## config.mk

```make
export PLATFORM = sky130hd
export DESIGN_NAME = usb_tx_packetizer
export DESIGN_NICKNAME = d
export VERILOG_FILES = /design/src/rtl/usb_tx_packetizer.sv
export SDC_FILE = /design/constraint.sdc
export NUM_CORES = 1
export LEC_CHECK = 0
export ABC_CLOCK_PERIOD_IN_PS = 3800
export CAP_MARGIN = 20
export CORE_ASPECT_RATIO = 0.6
export CORE_MARGIN = 2
export CORE_UTILIZATION = 35
export CTS_BUF_LIST = sky130_fd_sc_hd__clkbuf_2 sky130_fd_sc_hd__clkbuf_4 sky130_fd_sc_hd__clkbuf_8
export CTS_CLUSTER_DIAMETER = 120
export DETAILED_ROUTE_END_ITERATION = 12
export PLACE_DENSITY = 0.6
export SETUP_SLACK_MARGIN = 0.5
export SLEW_MARGIN = 20
export SYNTH_ARGS = -nofsm -noshare
export SYNTH_HDL_FRONTEND = slang
export SYNTH_SLANG_ARGS = --single-unit
```

## constraint.sdc

```tcl
create_clock -name clk_i -period 3.8 [get_ports clk_i]
set_clock_uncertainty 0.05 [all_clocks]
set_input_delay 0.95 -clock clk_i [delete_from_list [all_inputs] [get_ports clk_i]]
set_output_delay 0.95 -clock clk_i [all_outputs]
set_load 0.1 [all_outputs]
```

## src/rtl/usb_tx_packetizer.sv

```systemverilog
// USB full-speed transmit framer: emits PID, optional payload and inverted CRC16
// to the bit-level PHY transmitter over a valid / one-cycle-ready byte handshake.
//
// state    | meaning
// ---------+--------------------------------------------------
// S_IDLE   | waiting for start_i
// S_PID    | presenting {~pid, pid}; first payload byte may prefetch
// S_DATA   | presenting buffered payload byte; refill on tx_ready_i
// S_CRC_LO | presenting ~crc[7:0]
// S_CRC_HI | presenting ~crc[15:8]
module usb_tx_packetizer (
  input  logic       clk_i,
  input  logic       rstn_i,
  input  logic       start_i,
  input  logic [3:0] pid_i,
  input  logic       zlp_i,
  input  logic       data_valid_i,
  input  logic [7:0] data_i,
  input  logic       data_last_i,
  output logic       data_ready_o,
  output logic       busy_o,
  output logic       done_o,
  output logic       underrun_o,
  output logic       tx_valid_o,
  output logic [7:0] tx_data_o,
  input  logic       tx_ready_i
);

  typedef enum logic [2:0] {S_IDLE, S_PID, S_DATA, S_CRC_LO, S_CRC_HI} state_t;

  state_t      state;
  logic [3:0]  pid_q;
  logic        zlp_q;
  logic [7:0]  pay_q;
  logic        pay_full;
  logic        pay_last;
  logic        last_taken;
  logic [15:0] crc;
  logic        is_data;
  logic        take;

  function automatic logic [15:0] crc16_byte(input logic [15:0] c, input logic [7:0] d);
    logic [15:0] r;
    r = c ^ {8'h00, d};
    for (int i = 0; i < 8; i++) begin
      r = r[0] ? ((r >> 1) ^ 16'hA001) : (r >> 1);
    end
    return r;
  endfunction

  assign is_data = (pid_q[1:0] == 2'b11);

  // A refill is allowed in the same cycle the PHY empties the buffer.
  assign take = data_valid_i & ((state == S_PID) | (state == S_DATA)) & is_data & ~zlp_q
              & ~last_taken & (~pay_full | ((state == S_DATA) & tx_ready_i));

  assign data_ready_o = take;
  assign busy_o       = (state != S_IDLE);

  always_comb begin
    tx_valid_o = 1'b0;
    tx_data_o  = 8'h00;
    case (state)
      S_PID: begin
        tx_valid_o = 1'b1;
        tx_data_o  = {~pid_q, pid_q};
      end
      S_DATA: begin
        tx_valid_o = pay_full;
        tx_data_o  = pay_q;
      end
      S_CRC_LO: begin
        tx_valid_o = 1'b1;
        tx_data_o  = ~crc[7:0];
      end
      S_CRC_HI: begin
        tx_valid_o = 1'b1;
        tx_data_o  = ~crc[15:8];
      end
      default: begin
        tx_valid_o = 1'b0;
        tx_data_o  = 8'h00;
      end
    endcase
  end

  always_ff @(posedge clk_i or negedge rstn_i) begin
    if (!rstn_i) begin
      state      <= S_IDLE;
      pid_q      <= 4'h0;
      zlp_q      <= 1'b0;
      pay_q      <= 8'h00;
      pay_full   <= 1'b0;
      pay_last   <= 1'b0;
      last_taken <= 1'b0;
      crc        <= 16'hFFFF;
      done_o     <= 1'b0;
      underrun_o <= 1'b0;
    end else begin
      done_o     <= 1'b0;
      underrun_o <= 1'b0;
      if (take) begin
        pay_q      <= data_i;
        pay_full   <= 1'b1;
        pay_last   <= data_last_i;
        last_taken <= data_last_i;
        crc        <= crc16_byte(crc, data_i);
      end
      case (state)
        S_IDLE: begin
          if (start_i) begin
            state      <= S_PID;
            pid_q      <= pid_i;
            zlp_q      <= zlp_i;
            crc        <= 16'hFFFF;
            pay_full   <= 1'b0;
            pay_last   <= 1'b0;
            last_taken <= 1'b0;
          end
        end
        S_PID: begin
          if (tx_ready_i) begin
            if (!is_data) begin
              state  <= S_IDLE;
              done_o <= 1'b1;
            end else if (zlp_q) begin
              state <= S_CRC_LO;
            end else if (pay_full) begin
              state <= S_DATA;
            end else begin
              state      <= S_IDLE;
              underrun_o <= 1'b1;
            end
          end
        end
        S_DATA: begin
          if (tx_ready_i) begin
            if (pay_last) begin
              state    <= S_CRC_LO;
              pay_full <= 1'b0;
            end else if (!take) begin
              state      <= S_IDLE;
              pay_full   <= 1'b0;
              underrun_o <= 1'b1;
            end
          end
        end
        S_CRC_LO: begin
          if (tx_ready_i) state <= S_CRC_HI;
        end
        S_CRC_HI: begin
          if (tx_ready_i) begin
            state  <= S_IDLE;
            done_o <= 1'b1;
          end
        end
        default: state <= S_IDLE;
      endcase
    end
  end

endmodule

```

==> results of run 1 <==
-- worst register-to-register path, stage by stage (launching register included) --
cell	delay (ns)
dfrtp_1	0.51
buf_4	0.25
nor3_1	0.28
nand2_1	0.51
o211ai_1	0.26
o41ai_1	0.11
-- layer usage --
metal,routed length (um),global-route usage [%],up-vias
met5,0,0,-
met4,55,5.92,0
met3,446,4.76,5
met2,2170,23.2,57
met1,3090,30.0,861
li1,-,-,893
-- placed cells by master, fill, tap and decap left out, types with 5 or more instances in the layout --
master / synthesis / layout
nand2_1: 59 / 59
dfrtp_1: 21 / 21
clkdlybuf4s50_1: 0 / 19
a21oi_1: 18 / 18
nor2_1: 17 / 17
dfstp_2: 16 / 16
buf_4: 0 / 13
xnor2_1: 11 / 11
o211ai_1: 10 / 10
inv_1: 7 / 7
nand3_1: 7 / 7
o22ai_2: 0 / 7
clkbuf_8: 1 / 6
nand2b_1: 6 / 5
xnor2_2: 5 / 5
-- state kept, by name, summed over array words and instances, names as in the netlist --
| register | cells |
|---|---|
| pid_q | 4 |
| pay_q | 8 |
| pay_full | 1 |
| pay_last | 1 |
| zlp_q | 1 |
| done_o | 1 |
| underrun_o | 1 |
| crc | 16 |
| state | 3 |
| last_taken | 1 |
-- how the worst max path moves through the flow --
stage	from	endpoint	slack, ns	cells past startpoint
final	state[1]	tx_data_o[0]	0.72	6
after detailed placement	tx_ready_i	data_ready_o	0.73	6
after floorplan	state[1]	tx_data_o[0]	0.88	4
after CTS	state[1]	tx_data_o[0]	0.62	6
after global placement	tx_ready_i	data_ready_o	0.71	6
after global routing	state[1]	tx_data_o[0]	0.55	6
-- kinds of logic after synthesis --
logic type                Yosys count
and+or+nand+nor                   105
AOI/OAI and AO/OA                  57
DFF                                37
buffers and inverters              25
xor gates and xnor gates           22
muxes                               4
-- per-stage QoR --
stage               cells  total power (uW)  utilization [%]  setup slack, ns
global placement      354              2550             43.4            0.711
floorplan             250              2150                -            0.880
CTS                   362              2950             45.4            0.625
global route          362              3120             45.4            0.546
finish                362              2940             45.4            0.719
detailed placement    354              2570             43.4            0.729
-- power groups by stage --
stage / clock network, uW / logic, uW / registers (uW)
3_5_place_dp: 0 / 1790 / 775
6_report: 365 / 1800 / 770
3_3_place_gp: 0 / 1780 / 773
4_1_cts: 377 / 1800 / 769
2_1_floorplan: 0 / 1390 / 763
5_1_grt: 392 / 1920 / 801
-- area by class of cell --
cell class | count | area (um^2) | share of cell area (%)
multi-input cells | 188 | 1190 | 43.0
flip-flops and latches | 37 | 946 | 34.2
repair buffers | 37 | 373 | 13.5
well taps | 84 | 105 | 3.80
clock buffers | 7 | 90.1 | 3.26
clock inverters | 1 | 30.0 | 1.09
inverters | 8 | 30.0 | 1.09
-- what timing repair did --
action | 4_1_cts | 5_1_grt
hold buffers | 0 | 0
gates resized for setup | 0 | 1
hold endpoints to repair | 0 | 0
endpoints found under the setup margin | 0 | 2
==> summary.md, run 1 <==
| Metric | Value |
|---|---|
| Outcome | complete, no violations |
| Initial antenna violation count | 0 |
| # port buffers | 31 |
| Hold Path End | pid_q[2] |
| RSZ-0062 raised after global routing | no |
| Fin crit period | 3.08 ns |
| Initial Util | 35.9% |
| WL per Instance | 15.9 um |
| Lkg Pwr | 0.00122 uW |
| Post-synth top area cell | dfrtp_1 |
| Yosys warns | 0 |
| Switch Pwr | 1440 uW |
| Commonest register cell after synthesis | dfrtp_1 |
| Initial DRC count | 221 |
| Most frequent CP cell | buf_4 |
| Ys async rst share | 100% |
| Final WL | 5760 um |
| Syn Area/Cell | 8.74 um^2 |
| CP max FO | 12 |
| Crit share post-route | 81.1% |
| Clock sink count | 37 |
| CP max stage cell | dfrtp_1 |
| Top cells by count, synth | 59 x nand2_1, 21 x dfrtp_1, 18 x a21oi_1, 17 x nor2_1, 16 x dfstp_2 |
| Layout cells sized above 1 | 23.0% |
| CTS tree | done |
| Synth Register Bits | 37 |
| Htree depth | 2 |
| Post-CTS setup buffers | 0 |
| Hold Slack | 0.422 ns |
| Internal power | 1500 uW |
| Remaining DRCs | 0 |
| Startpoint types | register |
| Max rail drop VDD | 833 uV |
| Synth Area in Adders | 0% |
| ANT cells | 0 |
| CP Cell Sequence | buf_4 -> nand2b_2 -> nor2_1 -> a21oi_1 -> o22ai_2 -> buf_4 |
| Clk Latency, worst-skew pair | 0.30 ns |
| Most frequent cell after synthesis | nand2_1 |
| Reg2reg setup slack | 1.72 ns |
| Multiplexer share of the synthesized area | 2.00% |
| Filler cells | 607 |
| Pin slew with the least headroom to its limit | 0.959 ns |
| CTS Buf Count | 5 |
| Hold Violations, Final | 0 |
| Crit Reg-Reg Endpoint | pay_full |
| Synth Area in Compound Gates | 16.5% |
| Number of synthesized flops with an enable pin | 0 |
| Critical Path RT | 2.80 ns |
| Critical Path Sink Type | output port |
| Syn_nets | 269 |
| First-pass GRT wire length | 9660 um |
| Buf/Inv on CP | 2 |
| Antenna viol nets, final | 0 |
| Worst r2r src | state[1] |
| Combinational group share of total power | 61.4% |
| PwrDens | 1060 nW/um^2 |
| Clock slew at reported path FFs | 0.08 ns |
| Max-Slew Margin vs Limit | 35.8% |
| Die Area | 6910 um^2 |
| FP Rows | 22 |
| Placer congestion estimate | 0.827 |
| Synth Area in XOR/XNOR | 12.2% |
| GRT Util Overall | 18.6% |
| Vias in the first global route | 1754 |
| Root buf cell | clkbuf_8 |
| Sequential fraction of the synthesis area | 43.3% |
| Reg2Reg Depth | 5 |
| Yosys top cell area share | 24.0% |
| Die H | 65.2 um |
| Slew Viols, Final | 0 |
| Placed cell area | 2640 um^2 |
| Mapped Area | 2190 um^2 |
| Vias after detailed routing | 1816 |
| Max cap viols | 0 |
| GR Overflow Total | 0 |
| DIE WIDTH | 106 um |
| Simple-Gate Fraction of Synth Area | 21.2% |
| Critical path type | register to output port |
| Largest stage delay, worst path | 0.51 ns |
| Largest family of logic cells by synthesized area | simple AND/OR/NAND/NOR gates |
| Hold Path Origin | pid_q[2] |
| Fin nets | 296 |
| Post-synthesis cell count | 250 |
| Largest net degree at the start of global routing | 38 |
| Final setup violation count | 0 |
| DR pass1 iterations | 4 |
| Layout area overhead | 26.4% |
| Ports | 32 |
| Final Cell Area | 2760 um^2 |
| Core box area | 6080 um^2 |
| Switching share of total power | 49.1% |
| DR vias/cell | 5.02 |
| Crit-path leading delay family | buffers and inverters |
| Hold Crit Depth | 2 |
| Synth top area cells | dfrtp_1 24%, dfstp_2 19%, nand2_1 10% |
| Share of total power in sequential cells | 26.2% |
| Hpwl dp | 4030 um |
| Synth unique cells | 43 |
| Clk pwr share | 12.4% |
| Worst hold path class | register to register |
| Worst EP arrival | 2.08 ns |
| Bufs on Longest Clock Path | 2 |
| Max Freq | 0.325 GHz |
| Setup TNS | 0 ns |
Power figures use the tool's default switching activity.
==> run 2, diff against run 1 <==
Settings changed: ABC_CLOCK_PERIOD_IN_PS 3800 to 2800, PLACE_DENSITY 0.6 to 0.62.
Clock period 3.8 ns to 2.8 ns, I/O delays scaled along.
==> summary.md, run 2 (same netlist as run 1, synthesis figures left out) <==
| Metric | Value |
|---|---|
| Crit Reg-Reg Endpoint | crc[15] |
| Worst EP arrival | 1.62 ns |
| Reg2Reg Depth | 5 |
| Ports | 32 |
| Largest registers | crc: 16 flops, pay_q: 8 flops, pid_q: 4 flops |
| Slew Viols, Final | 0 |
| Bufs on Longest Clock Path | 2 |
| Initial DRC count | 169 |
| Clk Latency, worst-skew pair | 0.29 ns |
| Initial antenna violation count | 0 |
| Storage element area | 948 um^2 |
| Vias in the first global route | 1931 |
| Antenna viol nets, final | 0 |
| Area of the multi-input gates | 1390 um^2 |
| Placer congestion estimate | 0.772 |
| CP max stage cell | dfrtp_1 |
| Pin slew with the least headroom to its limit | 0.842 ns |
| GR Overflow Total | 0 |
| Final setup violation count | 0 |
| Layout cells sized above 1 | 38.7% |
| Largest stage delay, worst path | 0.43 ns |
| Core box area | 6080 um^2 |
| GRT Util Overall | 20.3% |
| DIE WIDTH | 106 um |
| Htree depth | 2 |
| Max cap viols | 0 |
| RSZ-0062 raised after global routing | yes |
| Hold Path Origin | crc[12] |
| Layout Utilization | 53.8% |
| Lkg Pwr | 0.00147 uW |
| CP Cell Sequence | buf_6 -> and3b_1 -> and3_4 -> o21ai_2 -> inv_2 -> buf_12 |
| CTS tree | done |
| Critical Path RT | 2.05 ns |
| Layout area overhead | 49.7% |
| Hold_buf cts | 0 |
| Filler cells | 575 |
| Remaining DRCs | 0 |
| Max-Slew Margin vs Limit | 43.8% |
| Hold Violations, Final | 0 |
| CTS Buf Count | 5 |
| Worst hold path class | register to register |
| Vias after detailed routing | 1964 |
| DR pass1 iterations | 4 |
| FP Rows | 22 |
| Biggest register | crc |
| Startpoint types | register |
| Die Area | 6910 um^2 |
| Max Freq | 0.422 GHz |
| PwrDens | 1420 nW/um^2 |
| Hpwl dp | 4330 um |
| CP max FO | 7 |
| Commonest non-fill, non-tap cells in the layout | 59 x nand2_1, 29 x buf_4, 19 x dfrtp_1 |
| DR vias/cell | 5.05 |
| Initial Util | 35.9% |
| Hold Path End | crc[4] |
| Fin nets | 323 |
| Largest net degree at the start of global routing | 38 |
| # port buffers | 31 |
| Outcome | complete, no violations |
| Worst r2r src | crc[2] |
| Critical path type | register to output port |
| Critical Path Sink Type | output port |
| Reg2reg setup slack | 0.89 ns |
| Clock slew at reported path FFs | 0.08 ns |
| ANT cells | 0 |
| Number of flip-flops in the largest register | 16 |
| Placed cell area | 2840 um^2 |
| Hold Crit Depth | 2 |
| Final WL | 6430 um |
| Crit share post-route | 84.7% |
| Root buf cell | clkbuf_8 |
| First-pass GRT wire length | 10400 um |
| Die H | 65.2 um |
| Final Cell Area | 3270 um^2 |
| Clock sink count | 37 |
| Setup TNS | 0 ns |
| WL per Instance | 16.5 um |
| Max rail drop VDD | 716 uV |
| Most common cell after layout, fill and taps aside | nand2_1 |
| Fin crit period | 2.37 ns |
run 2: cell types whose count changed in the layout (fill, tap and decap cells not counted), moves of 6 or more:
cell,change
a21oi_2,+9
buf_4,+16
o22ai_4,+7
o22ai_2,-7
buf_12,+8
clkdlybuf4s50_1,-6
a21oi_1,-10
run 2: cell type report:
cell class,count,share of cell area (%)
multi-input cells,188,42.3
flip-flops and latches,37,29.0
repair buffers,64,21.9
well taps,84,3.21
clock buffers,6,2.33
inverters,8,0.918
clock inverters,2,0.306
run 2: critical path: cells and delay by family, from the launching register on:
kind,cells,cell delay [ns]
flip-flops,1,0.43
buffers and inverters,3,0.43
AND/OR/NAND/NOR,2,0.40
AO/OA/AOI/OAI,1,0.06
run 2: how the worst max path moves through the flow:
stage | slack, ns | end | start
floorplan | 0.50 | tx_data_o[1] | state[2]
global placement | 0.22 | crc[15] | data_i[1]
detailed placement | 0.17 | crc[15] | data_i[1]
CTS | 0.45 | data_ready_o | state[2]
global route | 0.36 | data_ready_o | state[2]
finish | 0.43 | data_ready_o | state[2]
run 2: power breakdown:
group          switching [uW]  internal, uW  total [uW]
Combinational            1750          1430        3180
Clock                     196           182         378
Sequential                258           834        1090
Total                    2200          2450        4650
run 2: through the flow:
stage	hold WS, ns	cells	total power, uW	worst slack, ns
after detailed placement	0.421	360	3850	0.170
after CTS	0.448	383	4510	0.454
final	0.445	389	4650	0.428
after floorplan	0.354	250	3070	0.505
after global routing	0.466	389	4900	0.361
after global placement	0.415	360	3820	0.223
run 2: routing by layer:
metal | vias to the layer above | GRT usage [%] | share of wire (%)
met5 | - | 0 | 0
met4 | 0 | 5.59 | 0.96
met3 | 7 | 5.46 | 8.7
met2 | 69 | 27.9 | 40
met1 | 937 | 30.9 | 50
li1 | 951 | - | -
run 2: repair_timing:
item / 4_1_cts / 5_1_grt
setup buffers: 14 / 6
setup endpoints to repair: 12 / 12
endpoints found under the hold margin: 0 / 0
pin swaps: 4 / 11
cloned: 1 / 0
resized for setup: 33 / 11
==> run 3, diff against run 2 <==
Settings changed: ABC_CLOCK_PERIOD_IN_PS 2800 to 2400, PLACE_DENSITY 0.62 to 0.6.
Clock period 2.8 ns to 2.4 ns, I/O delays scaled along.
==> summary.md, run 3 (same netlist as run 1, synthesis figures left out) <==
| Metric | Value |
|---|---|
| Worst EP arrival | 1.57 ns |
| Htree depth | 2 |
| Remaining DRCs | 0 |
| ANT cells | 0 |
| # port buffers | 31 |
| Final Cell Area | 3390 um^2 |
| Max Freq | 0.450 GHz |
| DR vias/cell | 5.00 |
| Hold_buf cts | 0 |
| Clock slew at reported path FFs | 0.08 ns |
| Max cap viols | 0 |
| Antenna viol nets, final | 0 |
| Die H | 65.2 um |
| Vias after detailed routing | 1998 |
| Ports | 32 |
| Layout area overhead | 55.3% |
| GR Overflow Total | 0 |
| Biggest register | crc |
| Placed cell area | 2960 um^2 |
| Initial DRC count | 127 |
| Die Area | 6910 um^2 |
| Initial antenna violation count | 0 |
| Hold Violations, Final | 0 |
| First-pass GRT wire length | 10600 um |
| DIE WIDTH | 106 um |
| Clk pwr share | 8.1% |
| Layout cells sized above 1 | 45.3% |
| Vias in the first global route | 1998 |
| Commonest non-fill, non-tap cells in the layout | 59 x nand2_1, 36 x buf_4, 17 x dfrtp_1 |
| Largest stage delay, worst path | 0.43 ns |
| Fin nets | 334 |
| Pin slew with the least headroom to its limit | 0.501 ns |
| PwrDens | 1640 nW/um^2 |
| Crit share post-route | 92.5% |
| WL per Instance | 16.1 um |
| Bufs on Longest Clock Path | 2 |
| Dpl ws | -0.0309 ns |
| Placer congestion estimate | 0.818 |
| Critical Path RT | 1.75 ns |
| Area of the multi-input gates | 1450 um^2 |
| GRT Util Overall | 20.2% |
| Hpwl dp | 4420 um |
| Setup TNS | 0 ns |
| CP Cell Sequence | buf_6 -> mux2_2 -> o22ai_4 -> buf_12 |
| Buf/Inv on CP | 2 |
| Initial Util | 35.9% |
| Final WL | 6440 um |
| Switch Pwr | 2630 uW |
| CTS Buf Count | 5 |
| Max rail drop VDD | 1060 uV |
| Combinational group share of total power | 68.5% |
| Core box area | 6080 um^2 |
| Root buf cell | clkbuf_8 |
| Critical path type | register to output port |
| Startpoint types | register |
| Outcome | complete, no violations |
| Critical Path Sink Type | output port |
| Filler cells | 540 |
| RSZ-0062 raised after global routing | yes |
| Largest registers | crc: 16 flops, pay_q: 8 flops, pid_q: 4 flops |
| Clock sink count | 37 |
| Clk Latency, worst-skew pair | 0.29 ns |
| Largest net degree at the start of global routing | 32 |
| Share of total power in sequential cells | 23.3% |
| Crit-path leading delay family | flip-flops |
| CP max stage cell | dfrtp_2 |
| Max-Slew Margin vs Limit | 66.6% |
| Layout Utilization | 55.8% |
| Lkg Pwr | 0.00152 uW |
| CP max FO | 5 |
| DR pass1 iterations | 4 |
| Switching share of total power | 47.0% |
| Number of flip-flops in the largest register | 16 |
| Internal power | 2960 uW |
| Most common cell after layout, fill and taps aside | nand2_1 |
| Storage element area | 951 um^2 |
| Worst Setup Slack, final | 0.180 ns |
| Final setup violation count | 0 |
| Fin crit period | 2.22 ns |
| Slew Viols, Final | 0 |
| Worst hold path class | primary input to async pin |
| FP Rows | 22 |
| CTS tree | done |
-- run 3: per-stage QoR --
step	hold WS, ns	instances	total power [uW]
3_5_place_dp	0.414	365	4640
4_1_cts	0.232	395	5450
5_1_grt	0.241	400	5890
6_report	0.217	400	5580
3_3_place_gp	0.406	365	4620
2_1_floorplan	0.254	250	3730
-- run 3: worst reg2reg max path, cell delays in order (launching register included) --
cell	delay [ns]
dfrtp_2	0.50
buf_4	0.17
nand2b_1	0.09
nor2_2	0.06
o21ai_4	0.16
inv_2	0.08
buf_4	0.13
buf_4	0.12
buf_6	0.16
and2_1	0.18
o21a_1	0.18
-- run 3: layer usage --
layer  vias up  GRT usage, %  part of all wire [%]  routed length [um]
met3         2          5.46                   7.4                 477
met5         -             0                     0                   0
li1        971             -                     -                   -
met1       961          31.9                    52                3340
met4         0          2.80                  0.23                  15
met2        64          27.8                    40                2600
-- run 3: what timing repair did --
action,CTS,global route
resized for setup,31,20
setup buffers,22,5
pin swaps,12,11
endpoints found under the setup margin,17,19
-- run 3: final cells by class --
type,count,area share [%]
Multi-Input combinational cell,188,42.6
Inverter,8,0.958
Timing Repair Buffer,75,22.7
Sequential cell,37,28.0
Clock inverter,1,0.147
Clock buffer,7,2.47
Tap cell,84,3.10
-- run 3: final timing paths --
| path | from | to | slack (ns) | cells past startpoint |
|---|---|---|---|---|
| hold / removal | rstn_i | pay_q[1] | 0.22 | 1 |
| setup reg to reg | state[0] | pay_last | 0.42 | 10 |
| max in group asynchronous | rstn_i | crc[0] | 1.40 | 2 |
| setup / recovery | state[1] | tx_data_o[4] | 0.18 | 4 |
| hold reg to reg | pid_q[2] | pid_q[2] | 0.44 | 2 |
| min in group clk_i | pid_q[2] | pid_q[2] | 0.44 | 2 |
-- run 3: power groups by stage --
| stage | Sequential (uW) | Combinational (uW) | Clock [uW] |
|---|---|---|---|
| floorplan | 1250 | 2480 | 0 |
| global route | 1340 | 4040 | 506 |
| detailed placement | 1310 | 3330 | 0 |
| CTS | 1290 | 3700 | 465 |
| finish | 1300 | 3830 | 454 |
| global placement | 1310 | 3310 | 0 |
